--- config.mk ---
export PLATFORM = sky130hd
export DESIGN_NAME = adder_bist
export DESIGN_NICKNAME = d
export VERILOG_FILES = /design/src/rtl/adder_bist_pkg.sv /design/src/rtl/adder_golden.sv /design/src/rtl/adder_bist.sv
export SDC_FILE = /design/constraint.sdc
export NUM_CORES = 1
export LEC_CHECK = 0
export ABC_AREA = 1
export CORE_MARGIN = 5
export CORE_UTILIZATION = 35
export CTS_BUF_LIST = sky130_fd_sc_hd__clkbuf_8
export CTS_CLUSTER_SIZE = 20
export DETAILED_ROUTE_END_ITERATION = 8
export PLACE_DENSITY = 0.63
export REMOVE_ABC_BUFFERS = 1
export SYNTH_ARGS = -nofsm -noshare
export SYNTH_HDL_FRONTEND = slang
export SYNTH_SLANG_ARGS = --single-unit
--- constraint.sdc ---
create_clock -name clk_i -period 2.1 [get_ports clk_i]
set_input_delay 0.21 -clock clk_i [delete_from_list [all_inputs] [get_ports clk_i]]
set_output_delay 0.21 -clock clk_i [all_outputs]
set_load 0.05 [all_outputs]
--- src/rtl/adder_bist_pkg.sv ---
// Shared types and helpers for the adder built-in self-test engine.
package adder_bist_pkg;

  typedef enum logic [1:0] {IDLE, SETTLE, CHECK, DONE} bist_state_t;

  function automatic int unsigned n_vec(input int unsigned w);
    return 32'd1 << (2 * w);
  endfunction

endpackage

--- src/rtl/adder_golden.sv ---
// Golden reference for the adder under test: full-width sum with carry-out.
module adder_golden #(
  parameter int unsigned OPERAND_W = 1
) (
  input  logic [OPERAND_W-1:0] a,
  input  logic [OPERAND_W-1:0] b,
  output logic [OPERAND_W-1:0] sum,
  output logic                 carry
);

  assign {carry, sum} = {1'b0, a} + {1'b0, b};

endmodule

--- src/rtl/adder_bist.sv ---
// Exhaustive self-test sequencer for small adders: drives every operand pair,
// waits SETTLE_CYCLES, compares against adder_golden and records failures.
module adder_bist
  import adder_bist_pkg::*;
#(
  parameter int unsigned OPERAND_W     = 1,
  parameter int unsigned SETTLE_CYCLES = 2
) (
  input  logic                   clk_i,
  input  logic                   rst_i,
  input  logic                   start_i,
  output logic [OPERAND_W-1:0]   a_o,
  output logic [OPERAND_W-1:0]   b_o,
  input  logic [OPERAND_W-1:0]   sum_i,
  input  logic                   carry_i,
  output logic                   busy_o,
  output logic                   done_o,
  output logic                   pass_o,
  output logic [2*OPERAND_W:0]   err_cnt_o,
  output logic                   fail_seen_o,
  output logic [2*OPERAND_W-1:0] first_fail_o
);

  localparam int unsigned IDX_W = 2 * OPERAND_W;
  localparam int unsigned CNT_W = $clog2(SETTLE_CYCLES + 1);
  localparam int unsigned N_VEC = n_vec(OPERAND_W);
  localparam logic [IDX_W-1:0] LAST_IDX    = IDX_W'(N_VEC - 1);
  localparam logic [CNT_W-1:0] SETTLE_LAST = CNT_W'(SETTLE_CYCLES - 1);

  bist_state_t       state;
  logic [IDX_W-1:0]  idx;
  logic [CNT_W-1:0]  settle_cnt;
  logic [OPERAND_W-1:0] gold_sum;
  logic              gold_carry;
  logic              mismatch;

  adder_golden #(.OPERAND_W(OPERAND_W)) u_golden (
    .a     (a_o),
    .b     (b_o),
    .sum   (gold_sum),
    .carry (gold_carry)
  );

  // Operands come straight from the index register, so they only move with idx.
  assign a_o      = idx[IDX_W-1:OPERAND_W];
  assign b_o      = idx[OPERAND_W-1:0];
  assign mismatch = ({carry_i, sum_i} != {gold_carry, gold_sum});
  assign pass_o   = done_o && (err_cnt_o == '0);

  always_ff @(posedge clk_i or posedge rst_i) begin
    if (rst_i) begin
      state        <= IDLE;
      idx          <= '0;
      settle_cnt   <= '0;
      busy_o       <= 1'b0;
      done_o       <= 1'b0;
      err_cnt_o    <= '0;
      fail_seen_o  <= 1'b0;
      first_fail_o <= '0;
    end else begin
      case (state)
        IDLE, DONE: begin
          if (start_i) begin
            idx          <= '0;
            settle_cnt   <= '0;
            err_cnt_o    <= '0;
            fail_seen_o  <= 1'b0;
            first_fail_o <= '0;
            done_o       <= 1'b0;
            busy_o       <= 1'b1;
            state        <= SETTLE;
          end
        end
        SETTLE: begin
          if (settle_cnt == SETTLE_LAST) begin
            state <= CHECK;
          end else begin
            settle_cnt <= settle_cnt + 1'b1;
          end
        end
        CHECK: begin
          if (mismatch) begin
            if (err_cnt_o != '1) begin
              err_cnt_o <= err_cnt_o + 1'b1;
            end
            if (!fail_seen_o) begin
              fail_seen_o  <= 1'b1;
              first_fail_o <= idx;
            end
          end
          if (idx == LAST_IDX) begin
            busy_o <= 1'b0;
            done_o <= 1'b1;
            state  <= DONE;
          end else begin
            idx        <= idx + 1'b1;
            settle_cnt <= '0;
            state      <= SETTLE;
          end
        end
        default: state <= IDLE;
      endcase
    end
  end

endmodule
=== Word-level counts from Yosys, hierarchy flattened ===
Index checks and enable logic that the tools add are counted.

* Register bits after elaboration: 14
* Input port bits: 5
* Output and inout bits: 11
* Word-level logic and storage cells: 64

* $add $sub $neg: 4
* Equality and inequality tests: 15
* Muxes and demuxes: 25
* Reductions and logical operators: 12

{| class="wikitable"
|+ Operators with widths
! operator !! count
|-
| 2-bit two-way mux || 9
|-
| 2-bit inequality test (second input constant) || 8
|-
| 2-bit one-hot mux with 3 select lines || 2
|-
| 3-bit AND reduction || 4
|-
| 3-bit two-way mux || 3
|-
| 2-bit one-hot mux with 2 select lines || 2
|-
| 4-bit AND reduction || 2
|-
| 2-bit == test (second input constant) || 3
|-
| 1-bit one-hot mux with 2 select lines || 3
|-
| 3-bit one-hot mux with 2 select lines || 1
|-
| 1-bit two-way mux || 5
|-
| 2-bit by 1-bit adder with 2-bit output (second input constant) || 2
|-
| 2-bit by 1-bit == test with 1-bit output (second input constant) || 2
|-
| 3-bit by 1-bit adder with 3-bit output (second input constant) || 1
|-
| 3-bit zero test || 1
|-
| 3-bit inequality test (second input constant) || 1
|-
| 1-bit by 1-bit adder with 2-bit output || 1
|-
| 2-bit zero test || 1
|-
| 2-bit inequality test || 1
|-
| 2-bit AND reduction || 1
|-
| 2-bit nonzero test || 1
|-
| 2-bit OR reduction || 1
|-
| 1-bit logical AND || 1
|}

=== Longest topological paths before layout ===
* Depth after elaboration: 4
* Mapped depth: 8

=== Cells and area by module ===
Synthesis repeated with hierarchy kept, for this count alone.

* Cell total of the unflattened synthesis: 113
* Area, all modules: 875.8 sq um

{| class="wikitable"
|+ Modules (own cells, without submodules)
! module !! instances !! cells an instance !! area each (sq um) !! seq. area each (sq um)
|-
| adder_bist || 1 || 112 || 863.3 || 350.3
|-
| adder_golden || 1 || 1 || 12.5 || 0.0
|}

=== Worst setup path before layout ===
Ideal clock, no wire load.

* Path type: register -> output
* Start: reg err_cnt_o[0]
* End: out pass_o
* Arrival time: 1.532 ns
* Required time: 1.890 ns
* Setup slack: 0.358 ns
* Stages on the path, launching flop included: 5
* Cells stage by stage: dfrtp_1 > inv_1 > ha_1 > nand2_1 > nor2_1

* Longest elaborated chain between the ends: 2

{| class="wikitable"
|+ Ends and longest elaborated chain
! what !! RTL line !! text
|-
| start: declaration || adder_bist.sv:19 || <nowiki>output logic [2*OPERAND_W:0] err_cnt_o,</nowiki>
|-
| start signal: assignment || adder_bist.sv:84 || <nowiki>err_cnt_o <= err_cnt_o + 1'b1;</nowiki>
|-
| 3-bit zero test || adder_bist.sv:48 || <nowiki>assign pass_o = done_o && (err_cnt_o == '0);</nowiki>
|-
| 1-bit logical AND || adder_bist.sv:48 ||
|-
| end: declaration || adder_bist.sv:18 || <nowiki>output logic pass_o,</nowiki>
|}

No other way between the ends.

=== Worst setup path in the final report ===
* Start: reg err_cnt_o[0]
* End: out err_cnt_o[0]

No word-level cell between the ends.

==> results.md <==
Outcome:
- The run finished with clean final reports.

Timing:
- Setup repair after global routing left no endpoint under its margin.
- For the finished layout, the period the worst path requires is 1.68 ns.
- After routing, the total negative slack on setup checks comes to 0 ns.
- Clock skew on the completed layout was measured at 0.00365 ns.
- The transition time of the tightest slew-check pin is 0.546 ns.
- Measured against its own limit, the worst slew margin works out to 0.636.
- The max-slew violation total from the final report is 0.
- The count of endpoints failing hold in the final timing report is 0.
- The final critical-path share of the clock period is 0.798.
- Across all hold checks on the routed design, the worst slack comes to roughly 0.31 ns.
- Setup violations remaining at the end of the flow were counted as 0.
- Based on the critical path, the design can be clocked at up to 0.597 GHz.

Floorplanning:
- The die is between 50 and 60 um wide.
- For this design the top-level I/O count stands at 16.
- The initial utilization of the core area, before any placement, comes to 0.359.
- Measured along the y axis, the die boundary spans 59.7 um.
- The placeable core region is 2410 um2.
- The floorplan has 18 rows.
- The floorplan die area is 3560 um2.

Setup path:
- The buffering stage count on the worst path with inverters included is 1.
- The biggest fanout along the worst timing path is 5.
- The category of the worst setup path launch point is a flip-flop.
- The worst setup path is captured at an output port.
- The worst setup path is of the flip-flop to output port kind.
- For this design, the slowest cell found on the critical path is sky130_fd_sc_hd__clkdlybuf4s50_1.
- The critical path required time is 1.89 ns.
- The signal on the critical path passes through clkdlybuf4s50_1.
- The largest stage delay on the critical path is 0.82 ns.
- Among cell families on the critical path, the largest total delay comes from buffers and inverters.
- The data arrival time at the worst-slack endpoint is 1.47 ns.

Routing:
- Using the TritonRoute via totals, the vias-per-cell ratio works out to 4.60.
- For this run, design rule violations remaining after detail routing come to 0.
- The detailed-route wire length is 1.66 mm.
- In the final routed layout, each cell accounts on average for 10.5 um.
- Across all layers, the routed design uses 722 vias.
- The detailed-router iteration count before antenna repair is 4.
- The detailed router finished its first iteration with 9 violations.
- The number of nets with antenna violations after routing is 0.

Layout:
- In the final layout, the share of cells above drive strength 1 is 0.102.
- The number of fill cells is 242.
- Summing all flip-flop and latch instances after layout gives ~350 um2.
- Compared with the post-synthesis result, the final layout area differs by 27.1%.
- The total inserted antenna cells is 0.
- After the last flow step, the layout net total stands at about 140.
- The finished layout holds 157 standard cells, fillers aside.
- Summing all multi-input logic gate instances after layout gives 420 um2.
- Once layout is done, the placed cells without fillers occupy 1100 um2.

Global route:
- Global routing finished with a remaining overflow of 0.
- The via count of the first global-routing pass is ~750.
- Entering global routing, the biggest net connects 15 pins.
- Across every metal layer, demand over resource in global routing totals 0.115.
- The number of antenna violations at the first check in global routing is 0.
- The first global-routing pass estimated 3.15 mm of wire.

Synth:
- The synthesized netlist occupies a cell area of between 800 and 900 um2.
- Among all flip-flop cells after synthesis, the most frequent one is sky130_fd_sc_hd__dfrtp_1.
- The most frequent cell after synthesis is sky130_fd_sc_hd__nand2_1.
- The share of the synthesized area in compound gates (AO/OA/AOI/OAI) is 0.0666.
- The cell accounting for the most synthesized area is sky130_fd_sc_hd__dfrtp_1.
- After synthesis, the cell types taking the most area are sky130_fd_sc_hd__dfrtp_1 41%, sky130_fd_sc_hd__nand2_1 12%, sky130_fd_sc_hd__ha_1 12%.
- The commonest cells after synthesis are 28 x sky130_fd_sc_hd__nand2_1, 20 x sky130_fd_sc_hd__inv_1, 14 x sky130_fd_sc_hd__dfrtp_1.
- The share of synthesized area spent on multiplexers is 0.
- Yosys printed 0 warnings.
- Yosys mapped a number of flops with a built-in enable equal to 0.
- The post-synthesis xor/xnor area fraction is 0.
- The proportion of synthesized chip area in sequential cells is 0.405.
- Of the total synthesized cell area, the portion taken by full adders, half adders and majority gates is 0.116.
- After synthesis, the mean cell area works out to 7.93 um2.
- The total of flip-flops plus latches after synthesis is 14.
- Counting every instance in the synthesized netlist gives 109.
- The fraction of registers with async set or reset after synthesis is 1.00.
- The number of distinct library cells after synthesis is 21.
- Of the post-synthesis cell area, the dominant cell type holds 0.405.
- The dominant combinational cell family by area after synthesis is simple AND/OR/NAND/NOR gates.
- The post-synthesis simple-gate area fraction is 0.304.

Pwr:
- The leakage power total is 0.588 nW.
- The total power consumption of the routed design is between 0.0015 and 0.002 W.
- Dividing total power by cell area gives a power density of ~1500 nW/um2.
- The worst-case IR drop observed on VDD is 0.849 mV.

Clock tree:
- For this design, the CTS-stage hold fixing added 0 buffers.
- The CTS sink count is 14.
- The H-tree depth is 1.
- The clock slew seen by the registers of the worst setup and hold paths is 0.06 ns.
- The number of setup buffers added after CTS is 0.
- The CTS root buffer is sky130_fd_sc_hd__clkbuf_8.
- The number of clock buffers added by TritonCTS is 3.
- The clock latency on the worst-skew pair is 0.24 ns.
- The maximum count of clock buffers along a single path is 2.
- TritonCTS built the clock tree.

Placement:
- At the end of routability-driven placement, the weighted congestion stood at approximately 0.74.
- The placed cell area is ~1000 um2.
- The count of buffers added on input and output ports is 15.
- In this run, placement finished with an instance count of 153.
- The detailed placer's ending HPWL is 1.33 mm.

Job:
- Across the run, the number of max-cap violations was 0.

Hold path:
- The min-delay analysis places its worst path in the category input port to asynchronous set/reset pin.
## sequential cells by signal, summed over array words and instances (netlist names)
register      flops
done_o            1
err_cnt_o         3
fail_seen_o       1
settle_cnt        2
busy_o            1
idx               2
state             2
first_fail_o      2
## logic make-up after synthesis
logic type / after synthesis
AOI/OAI and AO/OA: 10
adders and majority gates: 8
buffers and inverters: 23
DFF: 14
and+or+nand+nor: 54
## repair_timing
action                                  CTS  global route
hold endpoints to repair                  0             0
gates resized for setup                   0             1
endpoints found under the setup margin    0             1
## metrics by stage
step,util,setup slack [ns]
after floorplan,-,0.358
after global placement,0.432,0.374
after detailed placement,0.432,0.338
after CTS,0.455,0.0681
after global routing,0.456,0.286
final,0.456,0.425
## cell type report
class	count	share of cell area
clock buffer	4	0.0501
inverter	22	0.0752
multi-input combinational	72	0.383
sequential	14	0.319
tap	30	0.0342
timing repair buffer	15	0.139
## power breakdown
part	switching [W]	internal (W)	leakage (nW)
Clock	0.0000920	0.000166	0.0288
Sequential	0.0000678	0.000363	0.184
Combinational	0.000663	0.000346	0.375
Total	0.000823	0.000875	0.588
## final timing paths
check	from	to	slack, ns	cells after the start
worst max-delay path	err_cnt_o[0]	err_cnt_o[0]	0.42	1
worst min-delay path	rst_i	settle_cnt[1]	0.31	2
worst max register to register	state[0]	err_cnt_o[2]	0.48	7
worst min register to register	first_fail_o[1]	first_fail_o[1]	0.48	2
max in group asynchronous	rst_i	done_o	1.43	2
min in group clk_i	first_fail_o[1]	first_fail_o[1]	0.48	2
## layer usage
| metal | global-route usage | routed length [um] |
|---|---|---|
| met1 | 0.143 | 699 |
| met2 | 0.190 | 826 |
| met3 | 0.0410 | 109 |
| met4 | 0.0285 | 20 |
| met5 | 0 | 0 |
## layout by cell type, fill, tap and decap left out
cell type / synthesis / routed
sky130_fd_sc_hd__nor3_2: 1 / 1
sky130_fd_sc_hd__inv_1: 20 / 20
sky130_fd_sc_hd__nand2_2: 1 / 1
sky130_fd_sc_hd__nand4_1: 5 / 5
sky130_fd_sc_hd__nand3_1: 3 / 3
sky130_fd_sc_hd__dfrtp_1: 14 / 14
sky130_fd_sc_hd__a21oi_1: 2 / 2
sky130_fd_sc_hd__ha_1: 8 / 8
sky130_fd_sc_hd__o31ai_1: 1 / 1
sky130_fd_sc_hd__dlymetal6s2s_1: 0 / 1
sky130_fd_sc_hd__nand2_1: 28 / 28
sky130_fd_sc_hd__nor2_1: 10 / 10
sky130_fd_sc_hd__nor2_2: 2 / 2
sky130_fd_sc_hd__o21a_1: 1 / 1
sky130_fd_sc_hd__nor2_8: 1 / 1
sky130_fd_sc_hd__clkbuf_8: 0 / 4
sky130_fd_sc_hd__nor3_1: 1 / 1
sky130_fd_sc_hd__o21ai_0: 1 / 1
sky130_fd_sc_hd__o21bai_1: 1 / 1
sky130_fd_sc_hd__o21ai_1: 4 / 4
sky130_fd_sc_hd__clkdlybuf4s50_1: 0 / 14
sky130_fd_sc_hd__inv_2: 2 / 2
sky130_fd_sc_hd__nand3_2: 2 / 2
Power figures use the tool's default switching activity.
